--- src/rtl/pipeline_ctrl.sv ---
// pipeline_ctrl: stall/flush/multi-cycle control for a 4-stage-valid in-order pipe.
//
// Ports:
//   clk, rst                      clock, asynchronous active-high reset
//   fetch_valid                   IF holds a valid instruction
//   id_hazard                     load-use hazard seen in ID
//   ex_branch_taken               taken branch in EX (flush request)
//   ex_mc_start, ex_mc_cycles     EX multi-cycle op and its extra cycle count
//   if_en..wb_en                  stage register load enables (combinational)
//   valid                         registered {ID,EX,MEM,WB} valid bits
//   state                         0 = RUN, 1 = MC_WAIT
//   stall_cnt, flush_cnt          saturating statistics
module pipeline_ctrl #(
    parameter int CNT_W  = 4,
    parameter int STAT_W = 16
) (
    input  logic              clk,
    input  logic              rst,
    input  logic              fetch_valid,
    input  logic              id_hazard,
    input  logic              ex_branch_taken,
    input  logic              ex_mc_start,
    input  logic [CNT_W-1:0]  ex_mc_cycles,
    output logic              if_en,
    output logic              id_en,
    output logic              ex_en,
    output logic              mem_en,
    output logic              wb_en,
    output logic [3:0]        valid,
    output logic              state,
    output logic [STAT_W-1:0] stall_cnt,
    output logic [STAT_W-1:0] flush_cnt
);

    typedef enum logic {
        S_RUN = 1'b0,
        S_MC  = 1'b1
    } state_t;

    state_t             r_state;
    state_t             w_state_nxt;
    logic [CNT_W-1:0]   r_cnt;
    logic [3:0]         r_valid;
    logic [3:0]         w_valid_nxt;
    logic [STAT_W-1:0]  r_stall_cnt;
    logic [STAT_W-1:0]  r_flush_cnt;

    logic w_run;
    logic w_br;
    logic w_mc;
    logic w_hz;
    logic w_take_br;
    logic w_take_mc;
    logic w_take_hz;

    // Requests only count when the stage that raises them holds a valid op.
    assign w_run     = (r_state == S_RUN);
    assign w_br      = ex_branch_taken & r_valid[2];
    assign w_mc      = ex_mc_start & r_valid[2] & (ex_mc_cycles != '0);
    assign w_hz      = id_hazard & r_valid[3];

    // Priority resolution: branch > multi-cycle > hazard, RUN only.
    assign w_take_br = w_run & w_br;
    assign w_take_mc = w_run & ~w_br & w_mc;
    assign w_take_hz = w_run & ~w_br & ~w_mc & w_hz;

    // State register.
    always_ff @(posedge clk or posedge rst) begin
        if (rst) begin
            r_state <= S_RUN;
        end else begin
            r_state <= w_state_nxt;
        end
    end

    // Next-state logic.
    always_comb begin
        w_state_nxt = r_state;
        case (r_state)
            S_RUN: begin
                if (w_take_mc) begin
                    w_state_nxt = S_MC;
                end
            end
            S_MC: begin
                // Counter is loaded with N>0, so this fires after N cycles.
                if (r_cnt <= CNT_W'(1)) begin
                    w_state_nxt = S_RUN;
                end
            end
            default: w_state_nxt = S_RUN;
        endcase
    end

    // Output logic: enables and the next valid vector.
    always_comb begin
        if_en       = 1'b1;
        id_en       = 1'b1;
        ex_en       = 1'b1;
        mem_en      = 1'b1;
        wb_en       = 1'b1;
        w_valid_nxt = {fetch_valid, r_valid[3:1]};
        if (rst) begin
            if_en  = 1'b0;
            id_en  = 1'b0;
            ex_en  = 1'b0;
            mem_en = 1'b0;
            wb_en  = 1'b0;
        end else if (!w_run || w_take_mc) begin
            // Freeze IF/ID/EX, keep draining MEM/WB behind a bubble.
            if_en       = 1'b0;
            id_en       = 1'b0;
            ex_en       = 1'b0;
            w_valid_nxt = {r_valid[3:2], 1'b0, r_valid[1]};
        end else if (w_take_br) begin
            w_valid_nxt = {2'b00, r_valid[2:1]};
        end else if (w_take_hz) begin
            if_en       = 1'b0;
            id_en       = 1'b0;
            w_valid_nxt = {r_valid[3], 1'b0, r_valid[2:1]};
        end
    end

    // Valid bits, multi-cycle counter and statistics.
    always_ff @(posedge clk or posedge rst) begin
        if (rst) begin
            r_valid     <= '0;
            r_cnt       <= '0;
            r_stall_cnt <= '0;
            r_flush_cnt <= '0;
        end else begin
            r_valid <= w_valid_nxt;
            if (w_take_mc) begin
                r_cnt <= ex_mc_cycles;
            end else if (!w_run) begin
                r_cnt <= r_cnt - 1'b1;
            end
            if (!if_en && (r_stall_cnt != '1)) begin
                r_stall_cnt <= r_stall_cnt + 1'b1;
            end
            if (w_take_br && (r_flush_cnt != '1)) begin
                r_flush_cnt <= r_flush_cnt + 1'b1;
            end
        end
    end

    assign valid     = r_valid;
    assign state     = r_state;
    assign stall_cnt = r_stall_cnt;
    assign flush_cnt = r_flush_cnt;

endmodule

--- config.mk ---
export PLATFORM = sky130hd
export DESIGN_NAME = pipeline_ctrl
export DESIGN_NICKNAME = d
export VERILOG_FILES = /design/src/rtl/pipeline_ctrl.sv
export SDC_FILE = /design/constraint.sdc
export NUM_CORES = 1
export LEC_CHECK = 0
export CELL_PAD_IN_SITES_DETAIL_PLACEMENT = 0
export CELL_PAD_IN_SITES_GLOBAL_PLACEMENT = 1
export CORE_ASPECT_RATIO = 0.8
export CORE_UTILIZATION = 43
export CTS_BUF_LIST = sky130_fd_sc_hd__clkbuf_8
export DETAILED_ROUTE_END_ITERATION = 8
export GPL_ROUTABILITY_DRIVEN = 0
export GPL_TIMING_DRIVEN = 0
export PLACE_DENSITY = 0.88
export SKIP_CTS_REPAIR_TIMING = 1
export SYNTH_ARGS = -nofsm -noshare
export SYNTH_HDL_FRONTEND = slang
export SYNTH_SLANG_ARGS = --single-unit
--- constraint.sdc ---
create_clock -name clk -period 8.7 [get_ports clk]
set_clock_uncertainty 0.2 [all_clocks]
set_input_delay 2.61 -clock clk [delete_from_list [all_inputs] [get_ports clk]]
set_output_delay 2.61 -clock clk [all_outputs]
set_load 0.05 [all_outputs]
-- Word level (Yosys, flattened, before mapping)
Cells that the tools add are included.
Widths: inputs -> output; s select.
- add/sub/neg operators: 3
- order comparisons: 1
- eq/ne operators: 4
- mux-type cells: 16
- bitwise logic cells: 12
- reductions and logical operators: 7
- operators by type and width (cell ; count):
    $add 16x1->16 const B ; 2
    $ne 16x16->1 const B ; 2
    $mux 4 ; 6
    $and 1x1->1 ; 9
    $mux 1 ; 9
    $le 4x1->1 const B ; 1
    $reduce_bool 4->1 ; 1
    $sub 4x1->4 const B ; 1
    $ne 3x3->1 const B ; 1
    $not 1->1 ; 3
    $logic_and 1x1->1 ; 2
    $ne 2x2->1 const B ; 1
    $pmux 1 s2 ; 1
    $reduce_and 2->1 ; 1
    $reduce_bool 2->1 ; 1
    $logic_not 1->1 ; 1
    $logic_or 1x1->1 ; 1
- bits in registers: 41
- input port bits: 10
- output and inout bits: 42
- word-level logic and storage cells: 50

-- Logic depth before layout (Yosys ltp)
- word-level depth: 11
- depth in mapped cells: 6
- gate-level depth less buffers: 5

-- Least setup slack after synthesis
Ideal clock, no wire load.
- kind: input to output
- start point: input ex_mc_cycles[0]
- end point: output ex_en
- data arrival time: 4.468 ns
- slack: 1.422 ns
- cell stages on the path: 4
- buffers on the path: 1
- cells stage by stage: or4_4 and3_1 buf_6 nor3_1
- longest elaborated chain between the ends: 6
- ends and longest elaborated chain (element ; line ; RTL):
    start, declared ; 23 ; input logic [CNT_W-1:0] ex_mc_cycles,
    $reduce_bool 4->1 ; 59 ; assign w_mc = ex_mc_start & r_valid[2] & (ex_mc_cycles != '0);
    $and 1x1->1 ; 59 ;
    $and 1x1->1 ; 64 ; assign w_take_mc = w_run & ~w_br & w_mc;
    $logic_or 1x1->1 ; 109 ; end else if (!w_run || w_take_mc) begin
    $mux 1 ; 109 ;
    $mux 1 ; 103 ; if (rst) begin
    end, declared ; 26 ; output logic ex_en,
No other way between the ends.

-- Worst setup path in the final report
- start point: input ex_mc_cycles[0]
- end point: output if_en
- longest elaborated chain between the ends: 9
- ends and longest elaborated chain (element ; line ; RTL):
    $reduce_bool 4->1 * ; 59 ;
    $and 1x1->1 * ; 59 ;
    $not 1->1 ; 65 ; assign w_take_hz = w_run & ~w_br & ~w_mc & w_hz;
    $and 1x1->1 (2 in series) ; 65 ;
    $mux 1 ; 117 ; end else if (w_take_hz) begin
    $mux 1 ; 115 ; end else if (w_take_br) begin
    $mux 1 * ; 109 ;
    $mux 1 * ; 103 ;
    end, declared ; 24 ; output logic if_en,
Mark *: on every way between the ends. The rest lies on a longest branch, timed or not.

==> results.md <==
* Via count at 1799
* Place WS at 0.988 ns
* Number of flops mapped to enable cells by yosys at 0
* Worst R2R Path Depth at 5
* Drt first pass iters at 4
* Iteration-0 DRC Markers at 81
* FP Rows at 23
* Post-synthesis async set-or-reset flop share at 1.00
* Dpl hpwl at 3360 um
* Post-Route Setup TNS at 0 ns
* Root Driver: clkbuf_8
* Outcome: complete, no violations
* CTS buffer count at 5
* Worst Max-Slew Pin Slew at 0.507 ns
* WHS Path Cells at 0
* CP most frequent cell: clkdlybuf4s50_1
* Most used DFF post-synth: dfrtp_1
* Core ar. at 5010 um^2
* Max clock buf depth at 2
* Ranking of synthesized cells by area: dfrtp_1 (46%), xor2_1 (9.7%), nand2_1 (3.5%)
* Max cap viols at 0
* Area growth syn-to-layout at 32.3%
* NetSw at 0.000382 W
* Maximum clock frequency at 0.130 GHz
* Crit share post-route at 0.885
* Commonest non-fill, non-tap cells in the layout: clkdlybuf4s50_1 (51), dfrtp_1 (41), xor2_1 (25)
* GRT Resource Usage Total at 0.175
* CP endpoint kind: primary output
* Unrepaired setup endpoints after global routing: false
* Biggest cell delay along the critical path at 0.79 ns
* Port buffer count at 51
* CP max stage cell: clkdlybuf4s50_1
* Hold Crit Class: register to register
* Worst-skew pair later-pin latency at 0.29 ns
* Peak supply drop at 0.153 mV
* Area leader, netlist: dfrtp_1
* Sink Count at 41
* # fillers at 462
* Placed Cells at 323
* Worst EP required at 5.89 ns
* Die X at 82.8 um
* ANT nets after route at 0
* Global-route wire length before repair at 7730 um
* Post-synthesis cell type count at 47
* H-tree levels at 2
* Setup violators final at 0
* Yosys warning count at 0
* Fin. max-slew vios at 0
* Most common cell after layout, fill and taps aside: clkdlybuf4s50_1
* Register area share after synthesis at 0.457
* Crit Path Category: input port to primary output
* IO Pins at 52
* PD cells at 292 nW/um^2
* Min Clock Period, post-route at 7.70 ns
* Logic pwr share at 0.470
* Final cell count without fillers at 331
* CP Launch Type: input port
* Largest net degree at the start of global routing at 35
* CP max FO at 11
* Layout Nets at 282
* Diode count at 0
* Layout cells sized above 1 at 0.123
* Initial antenna violation count at 0
* Wire per inst at 13.7 um
* DRC viols at 0
* Remaining Overflow, GRT at 0
* WP data arrival at 4.89 ns
* Syn avg cell area at 10.7 um^2
* Top-area cell type share of the netlist area at 0.457
* Seq pwr share at 0.350
* Rel. slew slack at 0.661
* Worst-path cell chain: clkdlybuf4s50_1 -> nor4_2 -> o221a_4 -> buf_6 -> buf_4 -> clkdlybuf4s50_1
* CTS clk-pin slew, worst paths at 0.08 ns
* Final hold violation count at 0
* P_leak at 1.34 nW
* Routed vias/inst at 5.44
* Post-synth net total at 223
* WL final at 4530 um
* CTS tree: built
* Height of the die at 66.6 um
* Initial core utilization at 0.449
* Switching part of the total at 0.440
* Die area at 5520 um^2
* Synth Cell Area at 2250 um^2
* Clock power share at 0.180
* #FFs+latches synth at 41
* Internal power at 0.000485 W
* Setup ws final at 1.00 ns
* Post-synthesis instance total at 209
* Vias in the first global route at 1595
==> Yosys cell counts, types with 2 or more instances <==
cell	instances
dfrtp_1	41
xor2_1	25
nand2_1	21
nor3_1	9
nand3_1	7
nor2_1	7
a21oi_1	6
inv_1	6
nand4_1	6
o21ai_0	6
and3_1	5
xnor2_1	5
and2_1	4
ha_1	4
nor3b_1	4
nor4_1	4
and4_1	3
buf_4	3
nand4_2	3
nor2b_1	3
nor4_2	3
nor4_4	3
a31oi_1	2
buf_2	2
buf_6	2
mux2_2	2
nand3b_1	2
or4_4	2
==> sequential cells by signal, indices dropped and copies added, names as in the netlist <==
| name | cells |
|---|---|
| flush_cnt | 16 |
| r_cnt | 4 |
| stall_cnt | 16 |
| state | 1 |
| valid | 4 |
==> metal layers <==
layer / track usage / vias to the layer above / wire length (um) / part of all wire
li1: - / 873 / - / -
met1: 0.255 / 871 / 2300 / 0.51
met2: 0.264 / 50 / 1980 / 0.44
met3: 0.0359 / 5 / 200 / 0.044
met4: 0.0453 / 0 / 53 / 0.012
met5: 0 / - / 0 / 0
==> final cells by class <==
| cell class | count | area [um^2] | share of cell area |
|---|---|---|---|
| clock inverters | 2 | 33.8 | 0.0114 |
| flip-flops and latches | 41 | 1030 | 0.345 |
| inverters | 6 | 22.5 | 0.00758 |
| clock buffers | 6 | 82.6 | 0.0278 |
| repair buffers | 52 | 531 | 0.179 |
| multi-input cells | 154 | 1140 | 0.383 |
| well taps | 62 | 77.6 | 0.0261 |
| plain buffers | 8 | 58.8 | 0.0198 |
==> worst max-delay path, delay by kind of cell <==
kind	cells	cell delay (ns)
AO/OA/AOI/OAI	1	0.33
buffers and inverters	4	1.52
AND/OR/NAND/NOR	1	0.42
==> power by group through the flow <==
stage                     clock, W  combinational, W  sequential [W]
after floorplan                  0          0.000155        0.000426
after global placement           0          0.000402        0.000306
after detailed placement         0          0.000407        0.000307
after CTS                 0.000161          0.000411        0.000304
after global routing      0.000171          0.000434        0.000311
final                     0.000156          0.000408        0.000303
==> final timing paths <==
check / startpoint / to / slack (ns)
setup / recovery: ex_mc_cycles[0] / if_en / 1.00
hold / removal: valid[1] / valid[0] / 0.19
setup reg to reg: stall_cnt[0] / stall_cnt[12] / 6.51
hold reg to reg: valid[1] / valid[0] / 0.19
max in group asynchronous: rst / state / 5.36
min in group asynchronous: rst / stall_cnt[0] / 2.48
==> per-stage QoR <==
step | util | hold WS [ns] | total power [W] | area (um^2)
2_1_floorplan | - | 0.155 | 0.000582 | 2250
3_3_place_gp | 0.566 | 0.188 | 0.000707 | 2830
3_5_place_dp | 0.570 | 0.178 | 0.000714 | 2850
4_1_cts | 0.593 | 0.197 | 0.000875 | 2970
5_1_grt | 0.593 | 0.206 | 0.000917 | 2970
6_report | 0.593 | 0.191 | 0.000867 | 2970
==> cell families after synthesis <==
| logic type | after synthesis | synth area share |
|---|---|---|
| XOR/XNOR | 30 | 0.117 |
| AND/OR/NAND/NOR | 91 | 0.267 |
| adder cells (fa/ha/maj) | 4 | 0.0223 |
| buffers and inverters | 14 | 0.0362 |
| AO/OA/AOI/OAI | 25 | 0.0808 |
| multiplexers | 4 | 0.0195 |
| flip-flops | 41 | 0.457 |
Power figures use the tool's default switching activity.
